$ cat src/rtl/serial_comp_sequencer_pkg.sv
// Shared encodings for the bit-serial magnitude comparator: FSM states and
// the 2-bit per-bit result code, plus the mapping from result code to flags.
package serial_comp_sequencer_pkg;

    typedef enum logic [1:0] {
        ST_IDLE    = 2'd0,
        ST_COMPARE = 2'd1,
        ST_DONE    = 2'd2
    } state_t;

    typedef enum logic [1:0] {
        RES_EQ = 2'b00,
        RES_LT = 2'b01,
        RES_GT = 2'b10
    } res_t;

    // Flags are packed {gt, eq, lt}
    function automatic logic [2:0] flags_of(res_t r);
        case (r)
            RES_GT:  flags_of = 3'b100;
            RES_LT:  flags_of = 3'b001;
            default: flags_of = 3'b010;
        endcase
    endfunction

endpackage

$ cat src/rtl/comp_bit_cell.sv
// Combinational 1-bit compare cell; the bit pair selects one of four
// precomputed {gt, eq, lt} patterns.
module comp_bit_cell (
    input  logic a_i,
    input  logic b_i,
    output logic gt,
    output logic eq,
    output logic lt
);

    logic [2:0] sel;

    always_comb begin
        sel = 3'b010;
        case ({a_i, b_i})
            2'b00:   sel = 3'b010;
            2'b01:   sel = 3'b001;
            2'b10:   sel = 3'b100;
            2'b11:   sel = 3'b010;
            default: sel = 3'b010;
        endcase
    end

    assign {gt, eq, lt} = sel;

endmodule

$ cat src/rtl/serial_comp_sequencer.sv
// MSB-first serial magnitude compare: walks one bit per clock through a
// single compare cell and stops at the first differing bit.
module serial_comp_sequencer
    import serial_comp_sequencer_pkg::*;
#(
    parameter int WIDTH = 8
) (
    input  logic             clk,
    input  logic             rst_n,
    input  logic             start,
    input  logic [WIDTH-1:0] a,
    input  logic [WIDTH-1:0] b,
    output logic             busy,
    output logic             done,
    output logic             a_gt_b,
    output logic             a_eq_b,
    output logic             a_lt_b
);

    localparam int IDXW = $clog2(WIDTH);
    localparam logic [IDXW-1:0] IDX_MAX = IDXW'(WIDTH - 1);

    state_t           state, state_nxt;
    logic [IDXW-1:0]  idx, idx_nxt;
    logic [WIDTH-1:0] opa, opa_nxt, opb, opb_nxt;
    logic [2:0]       flags, flags_nxt;
    logic             cell_gt, cell_eq, cell_lt;
    res_t             res;

    comp_bit_cell u_cell (
        .a_i (opa[idx]),
        .b_i (opb[idx]),
        .gt  (cell_gt),
        .eq  (cell_eq),
        .lt  (cell_lt)
    );

    always_comb begin
        res = RES_EQ;
        if (cell_gt)      res = RES_GT;
        else if (cell_lt) res = RES_LT;
    end

    always_ff @(posedge clk or negedge rst_n) begin
        if (!rst_n) begin
            state <= ST_IDLE;
            idx   <= IDX_MAX;
            opa   <= '0;
            opb   <= '0;
            flags <= '0;
        end else begin
            state <= state_nxt;
            idx   <= idx_nxt;
            opa   <= opa_nxt;
            opb   <= opb_nxt;
            flags <= flags_nxt;
        end
    end

    always_comb begin
        state_nxt = state;
        idx_nxt   = idx;
        opa_nxt   = opa;
        opb_nxt   = opb;
        flags_nxt = flags;
        case (state)
            ST_IDLE: begin
                if (start) begin
                    opa_nxt   = a;
                    opb_nxt   = b;
                    idx_nxt   = IDX_MAX;
                    flags_nxt = '0;
                    state_nxt = ST_COMPARE;
                end
            end
            ST_COMPARE: begin
                // Exit at idx==0 on equality, so idx never wraps
                if (!cell_eq || idx == '0) begin
                    flags_nxt = flags_of(res);
                    state_nxt = ST_DONE;
                end else begin
                    idx_nxt = idx - 1'b1;
                end
            end
            ST_DONE:  state_nxt = ST_IDLE;
            default:  state_nxt = ST_IDLE;
        endcase
    end

    assign busy = (state == ST_COMPARE);
    assign done = (state == ST_DONE);
    assign {a_gt_b, a_eq_b, a_lt_b} = flags;

endmodule

$ cat config.mk
export PLATFORM = sky130hd
export DESIGN_NAME = serial_comp_sequencer
export DESIGN_NICKNAME = d
export VERILOG_FILES = /design/src/rtl/serial_comp_sequencer_pkg.sv /design/src/rtl/comp_bit_cell.sv /design/src/rtl/serial_comp_sequencer.sv
export SDC_FILE = /design/constraint.sdc
export NUM_CORES = 1
export LEC_CHECK = 0
export CAP_MARGIN = 20
export CORE_MARGIN = 3
export CORE_UTILIZATION = 50
export CTS_BUF_LIST = sky130_fd_sc_hd__clkbuf_16
export DETAILED_ROUTE_END_ITERATION = 12
export DONT_BUFFER_PORTS = 1
export GPL_TIMING_DRIVEN = 0
export HOLD_SLACK_MARGIN = 0.03
export PLACE_DENSITY = 0.75
export SLEW_MARGIN = 40
export SYNTH_ARGS = -nofsm -noshare
export SYNTH_HDL_FRONTEND = slang
export SYNTH_HIERARCHICAL = 1
export SYNTH_SLANG_ARGS = --single-unit
$ cat constraint.sdc
create_clock -name clk -period 5.1 [get_ports clk]
set_input_delay 1.275 -clock clk [delete_from_list [all_inputs] [get_ports clk]]
set_output_delay 1.275 -clock clk [all_outputs]
set_load 0.05 [all_outputs]
**Word level (Yosys, flattened, before mapping)**

Index checks and enable logic that the tools add are counted.

- Output and inout bits: 5
- Bits of input ports: 19
- Logic and storage cells: 45
- Memories kept: 0
- Memory bits (read-only): 0
- RAM bits: 0
- Bits in registers: 24
- Bits in latches: 0

- Divide/modulo/power cells: 0
- Eq/ne operators: 10
- Multipliers: 0
- Order comparisons: 1
- Reductions and logical operators: 11
- Multiplexer cells: 17
- Bitwise logic cells: 0
- Add/sub/neg operators: 1
- Shifts and indexed selects: 0

Operators by type and width:

| kind | number |
|---|---|
| case mux 3 bit (2 select lines) | 3 |
| two-way mux 3 bit | 4 |
| case mux 3 bit (3 select lines) | 1 |
| equality test 2 bit, second input constant | 4 |
| binary-select mux 1 bit (select 3 bit) | 2 |
| equality test 2 x 1 -> 1 bit, second input constant | 3 |
| two-way mux 2 bit | 3 |
| AND reduction 3 bit | 2 |
| logical NOT 2 bit | 2 |
| less-than comparator 3 x 4 -> 1 bit, second input constant | 1 |
| != test 2 bit, second input constant | 2 |
| case mux 2 bit (2 select lines) | 1 |
| AND reduction 2 bit | 2 |
| logical NOT 3 bit | 1 |
| two-way mux 1 bit | 3 |
| subtractor 3 x 1 -> 3 bit, second input constant | 1 |
| != test 2 x 1 -> 1 bit, second input constant | 1 |
| nonzero test 2 bit | 1 |
| OR reduction 2 bit | 1 |
| logical NOT 1 bit | 1 |
| logical OR 1 bit | 1 |

**Logic depth before layout (Yosys ltp)**

- Depth in word-level cells: 11
- Gate-level depth with buffers: 7

**By module**

The synthesis kept the hierarchy.

By module, submodules not included:

| module | sequential area each (µm²) | times used | area an instance (µm²) | cells an instance |
|---|---|---|---|---|
| serial_comp_sequencer | 604.3 | 1 | 1229.9 | 84 |
| comp_bit_cell | 0.0 | 1 | 32.5 | 4 |

**Worst setup path before layout**

OpenSTA, ideal clock, no wires.

- Path type: register to register
- Start: register idx[0]
- End: register flags[0]
- Data required time: 4.975 ns
- Arrival time: 2.496 ns
- Path buffers: 1
- Slack: 2.479 ns
- Cell stages (with the launch flop): 7
- Library setup time: 0.125 ns
- Cells stage by stage: dfstp_2 -> buf_2 -> mux4_2 -> mux2_2 -> ha_1 -> a311oi_4 -> mux2_2

- Elaborated cells on any way between the ends: 22
- Classes of those cells: 6 x eq/ne; 10 x mux; 6 x reduce/logical

RTL lines:

| item | line | text |
|---|---|---|
| from (decl) | serial_comp_sequencer.sv:24 | `logic [IDXW-1:0] idx, idx_nxt;` |
| from (signal assigned) | serial_comp_sequencer.sv:53 | `idx <= idx_nxt;` |
| binary-select mux 1 bit (select 3 bit) (on tied branches) | serial_comp_sequencer.sv:32, serial_comp_sequencer.sv:31 |  |
| two-way mux 1 bit (on tied branches) | serial_comp_sequencer.sv:32, serial_comp_sequencer.sv:31 |  |
| equality test 2 bit / logical NOT 2 bit (equally long branches) | comp_bit_cell.sv:15 | `case ({a_i, b_i})` |
| OR reduction 2 bit (no source line) | - |  |
| case mux 3 bit (3 select lines) (*) | comp_bit_cell.sv:15 |  |
| net cell_eq | serial_comp_sequencer.sv:27 | `logic cell_gt, cell_eq, cell_lt;` |
| logical NOT 1 bit (*) | serial_comp_sequencer.sv:78 | `if (!cell_eq \|\| idx == '0) begin` |
| logical OR 1 bit (*) | serial_comp_sequencer.sv:78 |  |
| != test 2 x 1 -> 1 bit (no source line) (*) | - |  |
| AND reduction 3 bit (no source line) (*) | - |  |
| to (signal assigned) | serial_comp_sequencer.sv:56 | `flags <= flags_nxt;` |
| to (decl) | serial_comp_sequencer.sv:26 | `logic [2:0] flags, flags_nxt;` |

Mark *: on every way through the listed nets, which the timed path passes. The rest lies on a longest branch. The select of a mux whose other input is x is not followed.
A chain may end at the register's enable or synchronous reset.

**Worst setup path in the final report**

- Start: register idx[0]
- End: register flags[1]

The elaborated chain is that of the path after synthesis.

==> out/results.tsv <==
stage	metric	value	unit
status	status	finished clean	
timing	Tightest Pin Transition	0.547	ns
route	TritonRoute pass-1 iters	4	
route	total wire length	2010	um
worst_setup_path	slowest stage cell, crit path	mux4_2	
worst_setup_path	worst endpoint required time	5.24	ns
worst_setup_path	crit-path max FO	8	
cts	post-CTS setup buffer count	0	
synthesis	leading area contributor after synthesis	dfrtp_1	
cts	Clk Tree Root Cell	clkbuf_16	
pwr	Int Power	632	uW
route	met3 wire length	130	um
timing	post-route setup TNS	0	ns
pwr	Net Switching	338	uW
placed_design	DP HPWL	1490	um
worst_setup_path	max incr delay on CP	0.53	ns
flow_run	Max-cap violations	0	
die	starting density of the core	0.550	
die	# IOs	24	
worst_setup_path	CP Launch Type	flop	
synthesis	register area share after synthesis	0.479	
synthesis	Synth Flop Type	dfrtp_1	
worst_setup_path	CP most frequent cell	mux2_2	
cts	depth of the CTS H-tree	1	
die	Die Y	56.3	um
synthesis	Synth top area share	0.416	
final_layout	# fillers	196	
worst_setup_path	CP endpoint kind	flop	
die	Die W	56.3	um
cts	TritonCTS clock tree	done	
global_routing	overall routing resource usage	0.139	
final_layout	synth-to-layout area growth	9.22	%
timing	RSZ-0062 raised after global routing	false	
global_routing	initial antenna violation count	0	
cts	CTS max path bufs	2	
die	Rows	17	
synthesis	Synth Area per Inst	14.3	um^2
synthesis	Yosys warnings	6	
cts	worst-skew pair later-pin latency	0.25	ns
timing	final slew viol count	0	
global_routing	largest net degree at the start of global routing	25	
route	Via-to-Cell Ratio	5.87	
cts	CTS resizes	0	
route	Met2 Routed Length	942	um
placed_design	Placed Instances	116	
final_layout	Layout Cells excl Fill	120	
synthesis	Distinct cells, synth	26	
global_routing	first-pass GRT wire length	3370	um
global_routing	gr ovfl total	0	
die	total core area	2300	um^2
placed_design	IO buf count	0	
route	DRC viols	0	
worst_setup_path	kind of critical path	reg -> reg	
hold_path	worst min path class	reg -> reg	
pwr	Sequential Power Share	0.369	
die	full die area	3160	um^2
cts	Hold Buf Count CTS	0	
pwr	switching share of power	0.348	
final_layout	register area	604	um^2
cts	CTS buffer count	3	
route	Metal-1 WL	911	um
synthesis	post-synthesis cell area	1260	um^2
pwr	Clk network pwr share	0.172	
pwr	combinational share of power	0.459	
timing	post-layout worst setup margin	2.31	ns
route	Top Metal Used	met4	
timing	final worst-path cycle share	0.547	
timing	Clock Skew	0.00277	ns
pwr	Max VDD drop	0.000387	V
worst_setup_path	crit-path cells	buf_2 > mux4_2 > mux2_2 > inv_1 > ha_1 > a311oi_4 > mux2_2	
placed_design	worst slack, placed	2.31	ns
timing	Max Freq	358	MHz
final_layout	share of post-route cells with drive strength above 1	0.413	
timing	Final Hold Fails	0	
pwr	Power per Cell Area	703	nW/um^2
final_layout	diodes inserted	0	
global_routing	vias in the first global route	721	
timing	setup violators final	0	
synthesis	syn nets	111	
pwr	Leak Pwr	0.627	nW
synthesis	Cells after Synth	88	
final_layout	most common cell after layout, fill and taps aside	dfrtp_1	
timing	Max-Slew Margin vs Limit	0.634	
synthesis	fraction of registers with async set/reset	1.00	
synthesis	Area contributors post-synth	dfrtp_1, mux2_4, mux2_2, mux4_2, dfstp_2	
synthesis	Post-synth EDFFs	0	
cts	CTS sink count	24	
cts	clk slew on worst S/H paths	0.06	ns
final_layout	commonest cells after routing, fill and taps aside	dfrtp_1, mux2_2, mux2_4	
final_layout	area occupied by multi-input gates	607	um^2
route	Starting DRT DRC Count	13	
final_layout	# nets final	116	
placed_design	placer's final routability congestion estimate	0.781	
timing	Tmin final	2.79	ns
route	remaining antenna violation count	0	
route	vias post-DR	704	
route	Avg WL per Cell	16.8	um
worst_setup_path	arrival time worst endpoint	2.93	ns
synthesis	FF+latch count, synth	24	
## power by group through the flow
stage	clock network, mW	logic [mW]	registers (mW)
floorplan	0	0.394	0.341
global placement	0	0.437	0.355
detailed placement	0	0.447	0.361
CTS	0.169	0.450	0.359
global route	0.179	0.486	0.370
finish	0.167	0.445	0.358
## worst max-delay path, delay by kind of cell, from the launching register on
family / cells / cell delay, ns
buffers and inverters: 2 / 0.28
AO/OA/AOI/OAI: 1 / 0.36
adder cells (fa/ha/maj): 1 / 0.31
multiplexers: 3 / 1.20
flip-flops: 1 / 0.51
## through the flow
step	cell area (um^2)	utilization	total power, mW	hold WS [ns]
finish	1380	0.600	0.970	0.508
global route	1380	0.600	1.03	0.521
CTS	1380	0.600	0.978	0.506
detailed placement	1300	0.566	0.808	0.492
global placement	1300	0.565	0.792	0.487
floorplan	1260	-	0.735	0.475
## cell type report
cell class	instances	share of cell area
Buffer	3	0.0227
Clock inverter	1	0.00272
Tap cell	28	0.0254
Clock buffer	3	0.0544
Inverter	6	0.0163
Multi-Input combinational cell	55	0.440
Sequential cell	24	0.438
## path summary, 6_finish.rpt
path,start,end,slack (ns),cells past startpoint
min in group asynchronous,rst_n,opa[5]$_DFFE_PN0P_,0.71,0
max in group asynchronous,rst_n,idx[1]$_DFFE_PN1P_,4.22,0
min reg2reg,opa[6]$_DFFE_PN0P_,opa[6]$_DFFE_PN0P_,0.51,1
max,idx[0]$_DFFE_PN1P_,flags[1]$_DFFE_PN0P_,2.31,7
min,opa[6]$_DFFE_PN0P_,opa[6]$_DFFE_PN0P_,0.51,1
max reg2reg,idx[0]$_DFFE_PN1P_,flags[1]$_DFFE_PN0P_,2.31,7
## cells by family after synthesis
| logic type | after synthesis | share of synthesized area |
|---|---|---|
| buf+inv | 9 | 0.0426 |
| fa+ha+maj | 4 | 0.0396 |
| mux | 26 | 0.292 |
| flops | 24 | 0.479 |
| simple gates | 18 | 0.0922 |
| compound gates | 7 | 0.0545 |
## routing by layer
layer | GRT usage | up-vias
li1 | - | 326
met1 | 0.196 | 357
met2 | 0.199 | 17
met3 | 0.0483 | 4
met4 | 0.0508 | 0
met5 | 0 | -
## cells in the mapped netlist (all sizes together) (2+ instances only)
cell type	instances
mux4	4
a21oi	3
a311oi	3
mux2	20
buf	3
nor2	5
nand2b	5
dfrtp	21
mux2i	2
dfstp	3
nor3b	2
inv	6
ha	4
## state kept, by name (all words and copies together) (netlist names)
register,flops
state,2
opa,8
flags,3
opb,8
idx,3
Note: power is estimated with default switching activity, not from simulation.
